<file path="config.mk">
export PLATFORM = sky130hd
export DESIGN_NAME = ex_ctrl_flat
export DESIGN_NICKNAME = d
export VERILOG_FILES = /design/src/rtl/ex_ctrl_if.sv /design/src/rtl/ex_ctrl.sv /design/src/flat_wrapper.sv
export SDC_FILE = /design/constraint.sdc
export NUM_CORES = 1
export LEC_CHECK = 0
export ABC_AREA = 1
export BUFFER_PORTS_ARGS = -buffer_cell sky130_fd_sc_hd__clkbuf_2
export CORE_AREA = 2 2 223 225
export CTS_CLUSTER_DIAMETER = 150
export CTS_CLUSTER_SIZE = 14
export DETAILED_ROUTE_END_ITERATION = 7
export DIE_AREA = 0 0 225 227
export GPL_ROUTABILITY_DRIVEN = 0
export MAX_ROUTING_LAYER = met4
export PLACE_DENSITY = 0.56
export SKIP_CTS_REPAIR_TIMING = 1
export SLEW_MARGIN = 0
export SYNTH_ARGS = -nofsm -noshare
export SYNTH_HDL_FRONTEND = slang
export SYNTH_SLANG_ARGS = --single-unit
</file>
<file path="constraint.sdc">
create_clock -name clk -period 1.8 [get_ports clk]
set_input_delay 0.09 -clock clk [delete_from_list [all_inputs] [get_ports clk]]
set_output_delay 0.09 -clock clk [all_outputs]
set_load 0.005 [all_outputs]
</file>
<file path="src/rtl/ex_ctrl_if.sv">
// ex_ctrl_if: bundles the ID, ALU, data-memory, writeback, redirect and trap
// signals around the execute-stage sequencer. The master modport is the
// ex_ctrl side; the slave modport is the surrounding core/environment.
interface ex_ctrl_if;
  logic        id_valid_in;
  logic        id_ready_out;
  logic [31:0] id_pc_in;
  logic [31:0] id_rs1_data_in;
  logic [31:0] id_rs2_data_in;
  logic [31:0] id_imm_in;
  logic [6:0]  id_opcode_in;
  logic [2:0]  id_funct3_in;
  logic [6:0]  id_funct7_in;
  logic [4:0]  id_rd_in;

  logic [31:0] alu_pc_out;
  logic [31:0] alu_rs1_data_out;
  logic [31:0] alu_rs2_data_out;
  logic [31:0] alu_imm_out;
  logic [6:0]  alu_opcode_out;
  logic [2:0]  alu_funct3_out;
  logic [6:0]  alu_funct7_out;
  logic [31:0] alu_jaddr_in;
  logic [31:0] alu_ram_addr_in;
  logic [31:0] alu_rd_data_in;
  logic        alu_jflag_in;

  logic        mem_req_out;
  logic        mem_we_out;
  logic [31:0] mem_addr_out;
  logic [3:0]  mem_be_out;
  logic [31:0] mem_wdata_out;
  logic        mem_ack_in;
  logic [31:0] mem_rdata_in;

  logic        wb_valid_out;
  logic [4:0]  wb_rd_out;
  logic [31:0] wb_data_out;
  logic        redirect_valid_out;
  logic [31:0] redirect_pc_out;
  logic        trap_out;
  logic [1:0]  trap_cause_out;

  modport master (
    input  id_valid_in, id_pc_in, id_rs1_data_in, id_rs2_data_in, id_imm_in,
           id_opcode_in, id_funct3_in, id_funct7_in, id_rd_in,
           alu_jaddr_in, alu_ram_addr_in, alu_rd_data_in, alu_jflag_in,
           mem_ack_in, mem_rdata_in,
    output id_ready_out,
           alu_pc_out, alu_rs1_data_out, alu_rs2_data_out, alu_imm_out,
           alu_opcode_out, alu_funct3_out, alu_funct7_out,
           mem_req_out, mem_we_out, mem_addr_out, mem_be_out, mem_wdata_out,
           wb_valid_out, wb_rd_out, wb_data_out,
           redirect_valid_out, redirect_pc_out, trap_out, trap_cause_out
  );

  modport slave (
    output id_valid_in, id_pc_in, id_rs1_data_in, id_rs2_data_in, id_imm_in,
           id_opcode_in, id_funct3_in, id_funct7_in, id_rd_in,
           alu_jaddr_in, alu_ram_addr_in, alu_rd_data_in, alu_jflag_in,
           mem_ack_in, mem_rdata_in,
    input  id_ready_out,
           alu_pc_out, alu_rs1_data_out, alu_rs2_data_out, alu_imm_out,
           alu_opcode_out, alu_funct3_out, alu_funct7_out,
           mem_req_out, mem_we_out, mem_addr_out, mem_be_out, mem_wdata_out,
           wb_valid_out, wb_rd_out, wb_data_out,
           redirect_valid_out, redirect_pc_out, trap_out, trap_cause_out
  );
endinterface

</file>
<file path="src/rtl/ex_ctrl.sv">
// ex_ctrl: RV32I execute-stage sequencer. Latches one decoded instruction from
// ID, holds it in front of the combinational ALU for one EXEC cycle, then
// retires it as a writeback, a redirect, or a data-memory transaction.
// Optional feature macro: EX_MISALIGN_TRAP_EN (misaligned target/access traps).
// Without it, trap outputs are tied low and misaligned halfword/word accesses
// drop the sub-lane offset bits.
module ex_ctrl (
  input  logic      clk,
  input  logic      rst_n,
  ex_ctrl_if.master bus
);

  localparam logic [6:0] OP_LOAD   = 7'b0000011;
  localparam logic [6:0] OP_STORE  = 7'b0100011;
  localparam logic [6:0] OP_BRANCH = 7'b1100011;
  localparam logic [6:0] OP_JAL    = 7'b1101111;
  localparam logic [6:0] OP_JALR   = 7'b1100111;
  localparam logic [6:0] OP_AL     = 7'b0110011;
  localparam logic [6:0] OP_ALI    = 7'b0010011;
  localparam logic [6:0] OP_LUI    = 7'b0110111;
  localparam logic [6:0] OP_AUIPC  = 7'b0010111;

  typedef enum logic [1:0] {IDLE, EXEC, MEM} state_t;

  state_t      state;

  logic [31:0] pc_q, rs1_q, rs2_q, imm_q;
  logic [6:0]  opcode_q, funct7_q;
  logic [2:0]  funct3_q;
  logic [4:0]  rd_q;

  logic        mem_req_q, mem_we_q;
  logic [31:0] mem_addr_q, mem_wdata_q;
  logic [3:0]  mem_be_q;
  logic [1:0]  off_q;

  logic        wb_valid_q;
  logic [4:0]  wb_rd_q;
  logic [31:0] wb_data_q;
  logic        redirect_valid_q;
  logic [31:0] redirect_pc_q;

  logic [1:0]  size_n, off_raw_n, eff_off_n;
  logic [31:0] jump_pc_n;
  logic        trap_hit_n;

  function automatic logic [3:0] lane_mask(input logic [1:0] size, input logic [1:0] off);
    logic [3:0] m;
    case (size)
      2'b00:   m = 4'b0001 << off;
      2'b01:   m = 4'b0011 << off;
      default: m = 4'b1111;
    endcase
    return m;
  endfunction

  function automatic logic [31:0] store_lanes(input logic [1:0] size, input logic [31:0] d);
    logic [31:0] w;
    case (size)
      2'b00:   w = {4{d[7:0]}};
      2'b01:   w = {2{d[15:0]}};
      default: w = d;
    endcase
    return w;
  endfunction

  // Lane select by byte offset, then sign- or zero-extend per funct3.
  function automatic logic [31:0] load_ext(input logic [2:0] f3, input logic [1:0] off,
                                           input logic [31:0] d);
    logic signed [7:0]  b;
    logic signed [15:0] h;
    logic        [31:0] r;
    b = d[{off, 3'b000} +: 8];
    h = off[1] ? d[31:16] : d[15:0];
    case (f3)
      3'b000:  r = 32'(b);
      3'b001:  r = 32'(h);
      3'b100:  r = {24'd0, b};
      3'b101:  r = {16'd0, h};
      default: r = d;
    endcase
    return r;
  endfunction

  // Lane geometry of the current memory access and the redirect target.
  always_comb begin
    size_n    = funct3_q[1:0];
    off_raw_n = bus.alu_ram_addr_in[1:0];
    case (size_n)
      2'b00:   eff_off_n = off_raw_n;
      2'b01:   eff_off_n = {off_raw_n[1], 1'b0};
      default: eff_off_n = 2'b00;
    endcase
    jump_pc_n = (opcode_q == OP_BRANCH) ? bus.alu_jaddr_in
                                        : {bus.alu_jaddr_in[31:1], 1'b0};
  end

`ifdef EX_MISALIGN_TRAP_EN
  logic       trap_q;
  logic [1:0] trap_cause_q, trap_cause_n;
  logic       misaligned_n;

  // Classify EXEC-cycle misalignment; a hit cancels the instruction.
  always_comb begin
    trap_hit_n   = 1'b0;
    trap_cause_n = 2'd0;
    misaligned_n = ((size_n == 2'b01) && off_raw_n[0]) || (size_n[1] && (off_raw_n != 2'b00));
    case (opcode_q)
      OP_BRANCH:       if (bus.alu_jflag_in && bus.alu_jaddr_in[1]) trap_hit_n = 1'b1;
      OP_JAL, OP_JALR: if (bus.alu_jaddr_in[1]) trap_hit_n = 1'b1;
      OP_LOAD:         if (misaligned_n) begin trap_hit_n = 1'b1; trap_cause_n = 2'd1; end
      OP_STORE:        if (misaligned_n) begin trap_hit_n = 1'b1; trap_cause_n = 2'd2; end
      default:         trap_hit_n = 1'b0;
    endcase
  end

  // Single-cycle trap pulse with its cause held alongside.
  always_ff @(posedge clk or negedge rst_n) begin
    if (!rst_n) begin
      trap_q       <= 1'b0;
      trap_cause_q <= 2'd0;
    end else begin
      trap_q <= (state == EXEC) && trap_hit_n;
      if ((state == EXEC) && trap_hit_n) trap_cause_q <= trap_cause_n;
    end
  end

  assign bus.trap_out       = trap_q;
  assign bus.trap_cause_out = trap_cause_q;
`else
  assign trap_hit_n         = 1'b0;
  assign bus.trap_out       = 1'b0;
  assign bus.trap_cause_out = 2'd0;
`endif

  // Sequencer: accept in IDLE, resolve in EXEC, hold the bus in MEM until ack.
  always_ff @(posedge clk or negedge rst_n) begin
    if (!rst_n) begin
      state            <= IDLE;
      pc_q             <= '0;
      rs1_q            <= '0;
      rs2_q            <= '0;
      imm_q            <= '0;
      opcode_q         <= '0;
      funct3_q         <= '0;
      funct7_q         <= '0;
      rd_q             <= '0;
      mem_req_q        <= 1'b0;
      mem_we_q         <= 1'b0;
      mem_addr_q       <= '0;
      mem_be_q         <= '0;
      mem_wdata_q      <= '0;
      off_q            <= '0;
      wb_valid_q       <= 1'b0;
      wb_rd_q          <= '0;
      wb_data_q        <= '0;
      redirect_valid_q <= 1'b0;
      redirect_pc_q    <= '0;
    end else begin
      wb_valid_q       <= 1'b0;
      redirect_valid_q <= 1'b0;
      case (state)
        IDLE: begin
          if (bus.id_valid_in) begin
            pc_q     <= bus.id_pc_in;
            rs1_q    <= bus.id_rs1_data_in;
            rs2_q    <= bus.id_rs2_data_in;
            imm_q    <= bus.id_imm_in;
            opcode_q <= bus.id_opcode_in;
            funct3_q <= bus.id_funct3_in;
            funct7_q <= bus.id_funct7_in;
            rd_q     <= bus.id_rd_in;
            state    <= EXEC;
          end
        end
        EXEC: begin
          state <= IDLE;
          if (!trap_hit_n) begin
            case (opcode_q)
              OP_LOAD, OP_STORE: begin
                mem_req_q   <= 1'b1;
                mem_we_q    <= (opcode_q == OP_STORE);
                mem_addr_q  <= {bus.alu_ram_addr_in[31:2], 2'b00};
                mem_be_q    <= lane_mask(size_n, eff_off_n);
                mem_wdata_q <= (opcode_q == OP_STORE) ? store_lanes(size_n, rs2_q) : 32'd0;
                off_q       <= eff_off_n;
                state       <= MEM;
              end
              OP_BRANCH: begin
                if (bus.alu_jflag_in) begin
                  redirect_valid_q <= 1'b1;
                  redirect_pc_q    <= jump_pc_n;
                end
              end
              OP_JAL, OP_JALR: begin
                redirect_valid_q <= 1'b1;
                redirect_pc_q    <= jump_pc_n;
                if (rd_q != 5'd0) begin
                  wb_valid_q <= 1'b1;
                  wb_rd_q    <= rd_q;
                  wb_data_q  <= bus.alu_rd_data_in;
                end
              end
              OP_AL, OP_ALI, OP_LUI, OP_AUIPC: begin
                if (rd_q != 5'd0) begin
                  wb_valid_q <= 1'b1;
                  wb_rd_q    <= rd_q;
                  wb_data_q  <= bus.alu_rd_data_in;
                end
              end
              default: state <= IDLE;
            endcase
          end
        end
        MEM: begin
          if (bus.mem_ack_in) begin
            mem_req_q <= 1'b0;
            state     <= IDLE;
            if (!mem_we_q && (rd_q != 5'd0)) begin
              wb_valid_q <= 1'b1;
              wb_rd_q    <= rd_q;
              wb_data_q  <= load_ext(funct3_q, off_q, bus.mem_rdata_in);
            end
          end
        end
        default: state <= IDLE;
      endcase
    end
  end

  assign bus.id_ready_out       = (state == IDLE);
  assign bus.alu_pc_out         = pc_q;
  assign bus.alu_rs1_data_out   = rs1_q;
  assign bus.alu_rs2_data_out   = rs2_q;
  assign bus.alu_imm_out        = imm_q;
  assign bus.alu_opcode_out     = opcode_q;
  assign bus.alu_funct3_out     = funct3_q;
  assign bus.alu_funct7_out     = funct7_q;
  assign bus.mem_req_out        = mem_req_q;
  assign bus.mem_we_out         = mem_we_q;
  assign bus.mem_addr_out       = mem_addr_q;
  assign bus.mem_be_out         = mem_be_q;
  assign bus.mem_wdata_out      = mem_wdata_q;
  assign bus.wb_valid_out       = wb_valid_q;
  assign bus.wb_rd_out          = wb_rd_q;
  assign bus.wb_data_out        = wb_data_q;
  assign bus.redirect_valid_out = redirect_valid_q;
  assign bus.redirect_pc_out    = redirect_pc_q;

endmodule

</file>
<file path="src/flat_wrapper.sv">
// flat-port wrapper written by rule: the top's interface ports become plain ports
module ex_ctrl_flat 
  (clk, rst_n, bus_id_valid_in, bus_id_pc_in, bus_id_rs1_data_in, bus_id_rs2_data_in, bus_id_imm_in, bus_id_opcode_in, bus_id_funct3_in, bus_id_funct7_in, bus_id_rd_in, bus_alu_jaddr_in, bus_alu_ram_addr_in, bus_alu_rd_data_in, bus_alu_jflag_in, bus_mem_ack_in, bus_mem_rdata_in, bus_id_ready_out, bus_alu_pc_out, bus_alu_rs1_data_out, bus_alu_rs2_data_out, bus_alu_imm_out, bus_alu_opcode_out, bus_alu_funct3_out, bus_alu_funct7_out, bus_mem_req_out, bus_mem_we_out, bus_mem_addr_out, bus_mem_be_out, bus_mem_wdata_out, bus_wb_valid_out, bus_wb_rd_out, bus_wb_data_out, bus_redirect_valid_out, bus_redirect_pc_out, bus_trap_out, bus_trap_cause_out);
  ex_ctrl_if bus_i ();
  input  logic clk;
  input  logic rst_n;
  input wire logic [$bits(bus_i.id_valid_in)-1:0] bus_id_valid_in;
  input wire logic [$bits(bus_i.id_pc_in)-1:0] bus_id_pc_in;
  input wire logic [$bits(bus_i.id_rs1_data_in)-1:0] bus_id_rs1_data_in;
  input wire logic [$bits(bus_i.id_rs2_data_in)-1:0] bus_id_rs2_data_in;
  input wire logic [$bits(bus_i.id_imm_in)-1:0] bus_id_imm_in;
  input wire logic [$bits(bus_i.id_opcode_in)-1:0] bus_id_opcode_in;
  input wire logic [$bits(bus_i.id_funct3_in)-1:0] bus_id_funct3_in;
  input wire logic [$bits(bus_i.id_funct7_in)-1:0] bus_id_funct7_in;
  input wire logic [$bits(bus_i.id_rd_in)-1:0] bus_id_rd_in;
  input wire logic [$bits(bus_i.alu_jaddr_in)-1:0] bus_alu_jaddr_in;
  input wire logic [$bits(bus_i.alu_ram_addr_in)-1:0] bus_alu_ram_addr_in;
  input wire logic [$bits(bus_i.alu_rd_data_in)-1:0] bus_alu_rd_data_in;
  input wire logic [$bits(bus_i.alu_jflag_in)-1:0] bus_alu_jflag_in;
  input wire logic [$bits(bus_i.mem_ack_in)-1:0] bus_mem_ack_in;
  input wire logic [$bits(bus_i.mem_rdata_in)-1:0] bus_mem_rdata_in;
  output wire logic [$bits(bus_i.id_ready_out)-1:0] bus_id_ready_out;
  output wire logic [$bits(bus_i.alu_pc_out)-1:0] bus_alu_pc_out;
  output wire logic [$bits(bus_i.alu_rs1_data_out)-1:0] bus_alu_rs1_data_out;
  output wire logic [$bits(bus_i.alu_rs2_data_out)-1:0] bus_alu_rs2_data_out;
  output wire logic [$bits(bus_i.alu_imm_out)-1:0] bus_alu_imm_out;
  output wire logic [$bits(bus_i.alu_opcode_out)-1:0] bus_alu_opcode_out;
  output wire logic [$bits(bus_i.alu_funct3_out)-1:0] bus_alu_funct3_out;
  output wire logic [$bits(bus_i.alu_funct7_out)-1:0] bus_alu_funct7_out;
  output wire logic [$bits(bus_i.mem_req_out)-1:0] bus_mem_req_out;
  output wire logic [$bits(bus_i.mem_we_out)-1:0] bus_mem_we_out;
  output wire logic [$bits(bus_i.mem_addr_out)-1:0] bus_mem_addr_out;
  output wire logic [$bits(bus_i.mem_be_out)-1:0] bus_mem_be_out;
  output wire logic [$bits(bus_i.mem_wdata_out)-1:0] bus_mem_wdata_out;
  output wire logic [$bits(bus_i.wb_valid_out)-1:0] bus_wb_valid_out;
  output wire logic [$bits(bus_i.wb_rd_out)-1:0] bus_wb_rd_out;
  output wire logic [$bits(bus_i.wb_data_out)-1:0] bus_wb_data_out;
  output wire logic [$bits(bus_i.redirect_valid_out)-1:0] bus_redirect_valid_out;
  output wire logic [$bits(bus_i.redirect_pc_out)-1:0] bus_redirect_pc_out;
  output wire logic [$bits(bus_i.trap_out)-1:0] bus_trap_out;
  output wire logic [$bits(bus_i.trap_cause_out)-1:0] bus_trap_cause_out;
  assign bus_i.id_valid_in = bus_id_valid_in;
  assign bus_i.id_pc_in = bus_id_pc_in;
  assign bus_i.id_rs1_data_in = bus_id_rs1_data_in;
  assign bus_i.id_rs2_data_in = bus_id_rs2_data_in;
  assign bus_i.id_imm_in = bus_id_imm_in;
  assign bus_i.id_opcode_in = bus_id_opcode_in;
  assign bus_i.id_funct3_in = bus_id_funct3_in;
  assign bus_i.id_funct7_in = bus_id_funct7_in;
  assign bus_i.id_rd_in = bus_id_rd_in;
  assign bus_i.alu_jaddr_in = bus_alu_jaddr_in;
  assign bus_i.alu_ram_addr_in = bus_alu_ram_addr_in;
  assign bus_i.alu_rd_data_in = bus_alu_rd_data_in;
  assign bus_i.alu_jflag_in = bus_alu_jflag_in;
  assign bus_i.mem_ack_in = bus_mem_ack_in;
  assign bus_i.mem_rdata_in = bus_mem_rdata_in;
  assign bus_id_ready_out = bus_i.id_ready_out;
  assign bus_alu_pc_out = bus_i.alu_pc_out;
  assign bus_alu_rs1_data_out = bus_i.alu_rs1_data_out;
  assign bus_alu_rs2_data_out = bus_i.alu_rs2_data_out;
  assign bus_alu_imm_out = bus_i.alu_imm_out;
  assign bus_alu_opcode_out = bus_i.alu_opcode_out;
  assign bus_alu_funct3_out = bus_i.alu_funct3_out;
  assign bus_alu_funct7_out = bus_i.alu_funct7_out;
  assign bus_mem_req_out = bus_i.mem_req_out;
  assign bus_mem_we_out = bus_i.mem_we_out;
  assign bus_mem_addr_out = bus_i.mem_addr_out;
  assign bus_mem_be_out = bus_i.mem_be_out;
  assign bus_mem_wdata_out = bus_i.mem_wdata_out;
  assign bus_wb_valid_out = bus_i.wb_valid_out;
  assign bus_wb_rd_out = bus_i.wb_rd_out;
  assign bus_wb_data_out = bus_i.wb_data_out;
  assign bus_redirect_valid_out = bus_i.redirect_valid_out;
  assign bus_redirect_pc_out = bus_i.redirect_pc_out;
  assign bus_trap_out = bus_i.trap_out;
  assign bus_trap_cause_out = bus_i.trap_cause_out;
  ex_ctrl u_core (.clk(clk), .rst_n(rst_n), .bus(bus_i));
endmodule
</file>
### Word-level counts from Yosys, hierarchy flattened

Index checks and enable logic that the tools add are counted.
Widths: inputs -> output; s select.

| word-level totals | value |
|---|---|
| logic and storage cells | 96 |
| register bits | 293 |
| input port bits | 283 |

| cells by class | value |
|---|---|
| eq/ne operators | 22 |
| multiplexer cells | 34 |
| shift-type cells | 3 |
| reductions and logical operators | 17 |

Operators by type and width:

| kind | number |
|---|---|
| $mux 32 | 6 |
| $pmux 32 s2 | 3 |
| $pmux 32 s4 | 1 |
| $shiftx 32x6->8 | 1 |
| $eq 7x6->1 const B | 3 |
| $eq 7x7->1 const B | 3 |
| $mux 5 | 4 |
| $mux 16 | 1 |
| $eq 7x5->1 const B | 2 |
| $ne 2x2->1 const B | 5 |
| $pmux 5 s2 | 1 |
| $mux 1 | 9 |
| $pmux 4 s2 | 1 |
| $eq 7x2->1 const B | 1 |
| $eq 3x3->1 const B | 2 |
| $mux 2 | 3 |
| $pmux 1 s2 | 3 |
| $pmux 2 s3 | 1 |
| $reduce_and 2->1 | 3 |
| $reduce_and 3->1 | 2 |
| $reduce_or 6->1 | 1 |
| $reduce_and 5->1 | 1 |
| $reduce_bool 5->1 | 1 |
| $eq 2x1->1 const B | 2 |
| other kinds (12) | 16 |

### Depth between registers and ports, before layout

| logic depth | value |
|---|---|
| word-level depth | 5 |
| depth in mapped cells | 13 |
| gate-level depth less buffers | 11 |

### Worst setup path after synthesis

Ideal clock, no wire load.

| path | value |
|---|---|
| kind | reg2reg |
| from | register u_core.state[0] |
| to | register u_core.funct7_q[0], in the netlist u_core.bus.alu_funct7_out[0] |
| setup time | 125 ps |
| setup slack | 210 ps |
| buffers on the path | 2 |
| cell stages (with the launch flop) | 7 |
| data required time | 1675 ps |
| arrival | 1466 ps |
| period minus slack after synthesis | 1590 ps |
| cells stage by stage | dfrtp_1 > inv_1 > ha_1 > nand2_1 > buf_2 > buf_2 > mux2_2 |

| between the ends | value |
|---|---|
| cells in the longest elaborated chain, start to end | 2 |

RTL lines:

| item | RTL line | source |
|---|---|---|
| start: declaration | ex_ctrl.sv:25 | `state_t state;` |
| start signal: assignment | ex_ctrl.sv:139 | `state <= IDLE;` |
| start signal: assignment | ex_ctrl.sv:173 | `state <= EXEC;` |
| start signal: assignment | ex_ctrl.sv:177 | `state <= IDLE;` |
| $logic_not 2->1 | - |  |
| named net bus_id_ready_out | flat_wrapper.sv:22 | `output wire logic [$bits(bus_i.id_ready_out)-1:0] bus_id_ready_out;` |
| $reduce_and 2->1 (no source line) | - |  |
| end signal: assignment | ex_ctrl.sv:171 | `funct7_q <= bus.id_funct7_in;` |
| end: declaration | ex_ctrl.sv:28 | `logic [6:0] opcode_q, funct7_q;` |

The timed path passes the listed nets, and every way through them passes these cells.
A chain may end at the register's enable or synchronous reset.

### Final worst setup path

| path | value |
|---|---|
| from | register u_core.state[0] |
| to | output port bus_id_ready_out |

| between the ends | value |
|---|---|
| cells in the longest elaborated chain, start to end | 1 |

RTL lines:

| item | RTL line | source |
|---|---|---|
| $logic_not 2->1 | ex_ctrl.sv:231 | `assign bus.id_ready_out = (state == IDLE);` |
| end: declaration | flat_wrapper.sv:22 |  |

Every way passes these cells.

==> flow_metrics.tcl <==
set metrics [dict create \
    hold_violations 6 \
    worstSkewPairLatency_ns 0.55 \
    vdd_drop_max_uv 858 \
    slowest_stage "dfrtp_1" \
    portBuffers 567 \
    required_ns 1.71 \
    rr_endpoint "u_core.bus.alu_rs1_data_out[13]$_DFFE_PN0P_" \
    slew_viol_final 0 \
    routedWlPerCell_um 17.7 \
    ys_seq_elements 293 \
    p_leak_nw 9.98 \
    grt_use_total_pct 17.1 \
    clkSlewWorstSetupHoldPaths_ns 0.08 \
    timing.hold.ws_ns -0.0304 \
    die_area_sq_um 51100 \
    final_nets 2376 \
    path_cells "inv_1, ha_1, buf_4, clkbuf_2" \
    antenna_found_initial 2 \
    root_buffer "clkbuf_16" \
    drtIter0Drc 675 \
    holdPathEnd "u_core.bus.wb_data_out[18]$_DFFE_PN0P_" \
    power_w 0.0288 \
    cts_sinks 293 \
    die_y_um 227 \
    cap_violations 0 \
    clock.fmax_mhz 593 \
    ios 573 \
    drtPass1Iterations 5 \
    slowest_delay_ns 0.41 \
    grt_use_met2_pct 29.1 \
    vias_per_cell 4.42 \
    synth_cells 1270 \
    cts_tree "built" \
    finalCriticalPeriod_ns 1.69 \
    status "finished, violations left" \
    period_share_pct 93.6 \
    wl_mm 48.2 \
    ff2ff_path_depth 5 \
    cts_buffer_depth 3 \
    n_fill_cell 4712 \
    synthArstFlopShare_pct 100 \
    final_antenna_net_count 0 \
    ys_types 30 \
    fin_skew_ns 0.0220 \
    first_global_vias 11192 \
    synth.avg_cell_area_sq_um 9.86 \
    synth_edf_count 0 \
    pre_cts_slack_ns 0.129 \
    coreArea_sq_um 48500 \
    yosysWarnings 0 \
    fin_cells 2715 \
    grt_overflow 0 \
    yosysTopAreaCell "dfrtp_1" \
    place_inst 2433 \
    hp-start "bus_mem_rdata_in[18]" \
    grt.busiest_layer "met2" \
    grt_first_pass_wirelength_mm 65.0 \
    drive_gt1_share_pct 38.9 \
    setup_viol 0 \
    cp_data_arrival_time_ns 1.60 \
    failed_checks "negative hold slack" \
    grt_max_degree 61 \
    critPathLaunchType "register" \
    finalWorstSetupSlack_ns 0.114 \
    holdCritPathClass "input pin to register" \
    place_hpwl_mm 34.7 \
    vias 11998 \
    grt_use_met1_pct 19.8 \
    area_growth_pct 54.9 \
    die_x_um 225 \
    fin_tns_setup_ns 0 \
    use_met3_pct 4.14 \
    htreeDepth 1 \
    crit_type "register to output port" \
    synth_top_area_share_pct 58.6 \
    rsz0062_at_grt "no" \
    whs_path_depth 5 \
    r2r_start "u_core.state[0]$_DFFE_PN0P_" \
    end_kind "output port" \
    ys.flop_type "dfrtp_1" \
    drcViolationCount 0 \
    cp_max_fo 3 \
    r2r_slack_ns 0.12 \
    initial_core_util_pct 25.8 \
    synth_area_sq_um 12500 \
    yosys-top-cells-area "dfrtp_1 (59%), nand2_1 (13%), mux2_2 (12%), a21oi_1 (2.9%), nor2_1 (2.6%)" \
    cellPowerDensity_nw_per_um2 1480 \
    num_rows 81 \
    numCtsBuffers 24 \
    seq_area_frac_synth_pct 58.6 \
]
==> final cells by class <==
class	instances	area [sq um]	area share (%)
antenna	2	5.00	0.0258
clock buffer	27	633	3.26
inverter	46	175	0.903
multi-input combinational	862	4630	23.9
sequential	293	7330	37.8
tap	622	778	4.01
timing repair buffer	863	5840	30.1
==> state kept, by name, summed over array words and instances, names as in the netlist <==
register,count
u_core.rd_q,5
u_core.bus.redirect_valid_out,1
u_core.bus.alu_rs2_data_out,32
u_core.bus.mem_wdata_out,32
u_core.bus.wb_valid_out,1
u_core.bus.alu_imm_out,32
u_core.bus.mem_we_out,1
u_core.bus.alu_rs1_data_out,32
u_core.bus.mem_req_out,1
u_core.bus.wb_rd_out,5
u_core.bus.wb_data_out,32
u_core.bus.mem_be_out,4
u_core.bus.mem_addr_out,30
u_core.bus.alu_opcode_out,7
u_core.bus.alu_pc_out,32
u_core.bus.redirect_pc_out,32
u_core.state,2
u_core.bus.alu_funct3_out,3
u_core.off_q,2
u_core.bus.alu_funct7_out,7
==> power by group <==
part	switching, W	leakage (nW)	internal, W
logic	0.00619	6.18	0.00570
clock network	0.00238	0.310	0.00245
registers	0.00224	3.49	0.00981
total	0.0108	9.98	0.0180
==> per-layer routing <==
metal / vias to the layer above / routed length [um]
met2: 496 / 24500
met1: 5718 / 19200
met5: - / 0
met4: 0 / 1510
li1: 5693 / -
met3: 91 / 3010
==> worst max-delay path: cells and delay by family, from the launching register on <==
| family | cells | cell delay [ns] |
|---|---|---|
| DFF | 1 | 0.41 |
| adders and majority gates | 1 | 0.22 |
| buffers and inverters | 3 | 0.42 |
==> metrics by stage <==
step | util, % | area [sq um] | hold WS, ns
6_report | 40.0 | 19400 | -0.0304
3_5_place_dp | 33.4 | 16200 | 0.0239
2_1_floorplan | - | 12500 | -0.206
3_3_place_gp | 33.4 | 16200 | 0.0287
5_1_grt | 40.0 | 19400 | 0.00434
4_1_cts | 34.7 | 16900 | -0.574
==> synth_stat cells, types with 10 or more instances <==
cell type    n
nand3_1     23
buf_4       10
buf_2       35
mux2_2     132
inv_1       37
o21ai_0     34
nand2_1    427
o21ai_1     35
nor2_1      87
or2_2       16
clkbuf_1    20
dfrtp_1    293
a21oi_1     73
==> kinds of logic after synthesis <==
kind of cell             count (synthesis)  synth area share, %
AND/OR/NAND/NOR                        568                 18.1
flip-flops                             293                 58.6
AO/OA/AOI/OAI                          154                 6.44
multiplexers                           132                 11.9
buffers and inverters                  119                 4.71
adder cells (fa/ha/maj)                  3                0.300
other                                    1               0.0300
==> cells in the final DEF (no fill, tap or decap), drive strengths merged <==
| master | n |
|---|---|
| nand2 | 436 |
| o211ai | 1 |
| o22ai | 2 |
| a21oi | 73 |
| nor2 | 91 |
| clkbuf | 593 |
| nor3 | 2 |
| conb | 5 |
| ha | 3 |
| clkinv | 2 |
| o221ai | 2 |
| dfrtp | 293 |
| o21ai | 73 |
| inv | 44 |
| dlygate4sd3 | 253 |
| o31ai | 2 |
| diode | 2 |
| mux2 | 132 |
| o21a | 1 |
| buf | 44 |
| nand3 | 23 |
| or2 | 16 |
==> worst max path at each step <==
stage | end | slack [ns] | from | cells after the start
CTS | bus_id_ready_out | 0.08 | u_core.state[0]$_DFFE_PN0P_ | 4
floorplan | u_core.bus.alu_funct7_out[0]$_DFFE_PN0P_ | 0.21 | u_core.state[0]$_DFFE_PN0P_ | 6
global route | u_core.bus.wb_data_out[0]$_DFFE_PN0P_ | 0.002 | u_core.bus.alu_opcode_out[1]$_DFFE_PN0P_ | 10
finish | bus_id_ready_out | 0.11 | u_core.state[0]$_DFFE_PN0P_ | 4
global placement | u_core.bus.wb_rd_out[1]$_DFFE_PN0P_ | 0.19 | u_core.state[1]$_DFFE_PN0P_ | 8
detailed placement | u_core.bus.mem_wdata_out[12]$_DFFE_PN0N_ | 0.13 | u_core.state[1]$_DFFE_PN0P_ | 9
Note: power is estimated with default switching activity, not from simulation.
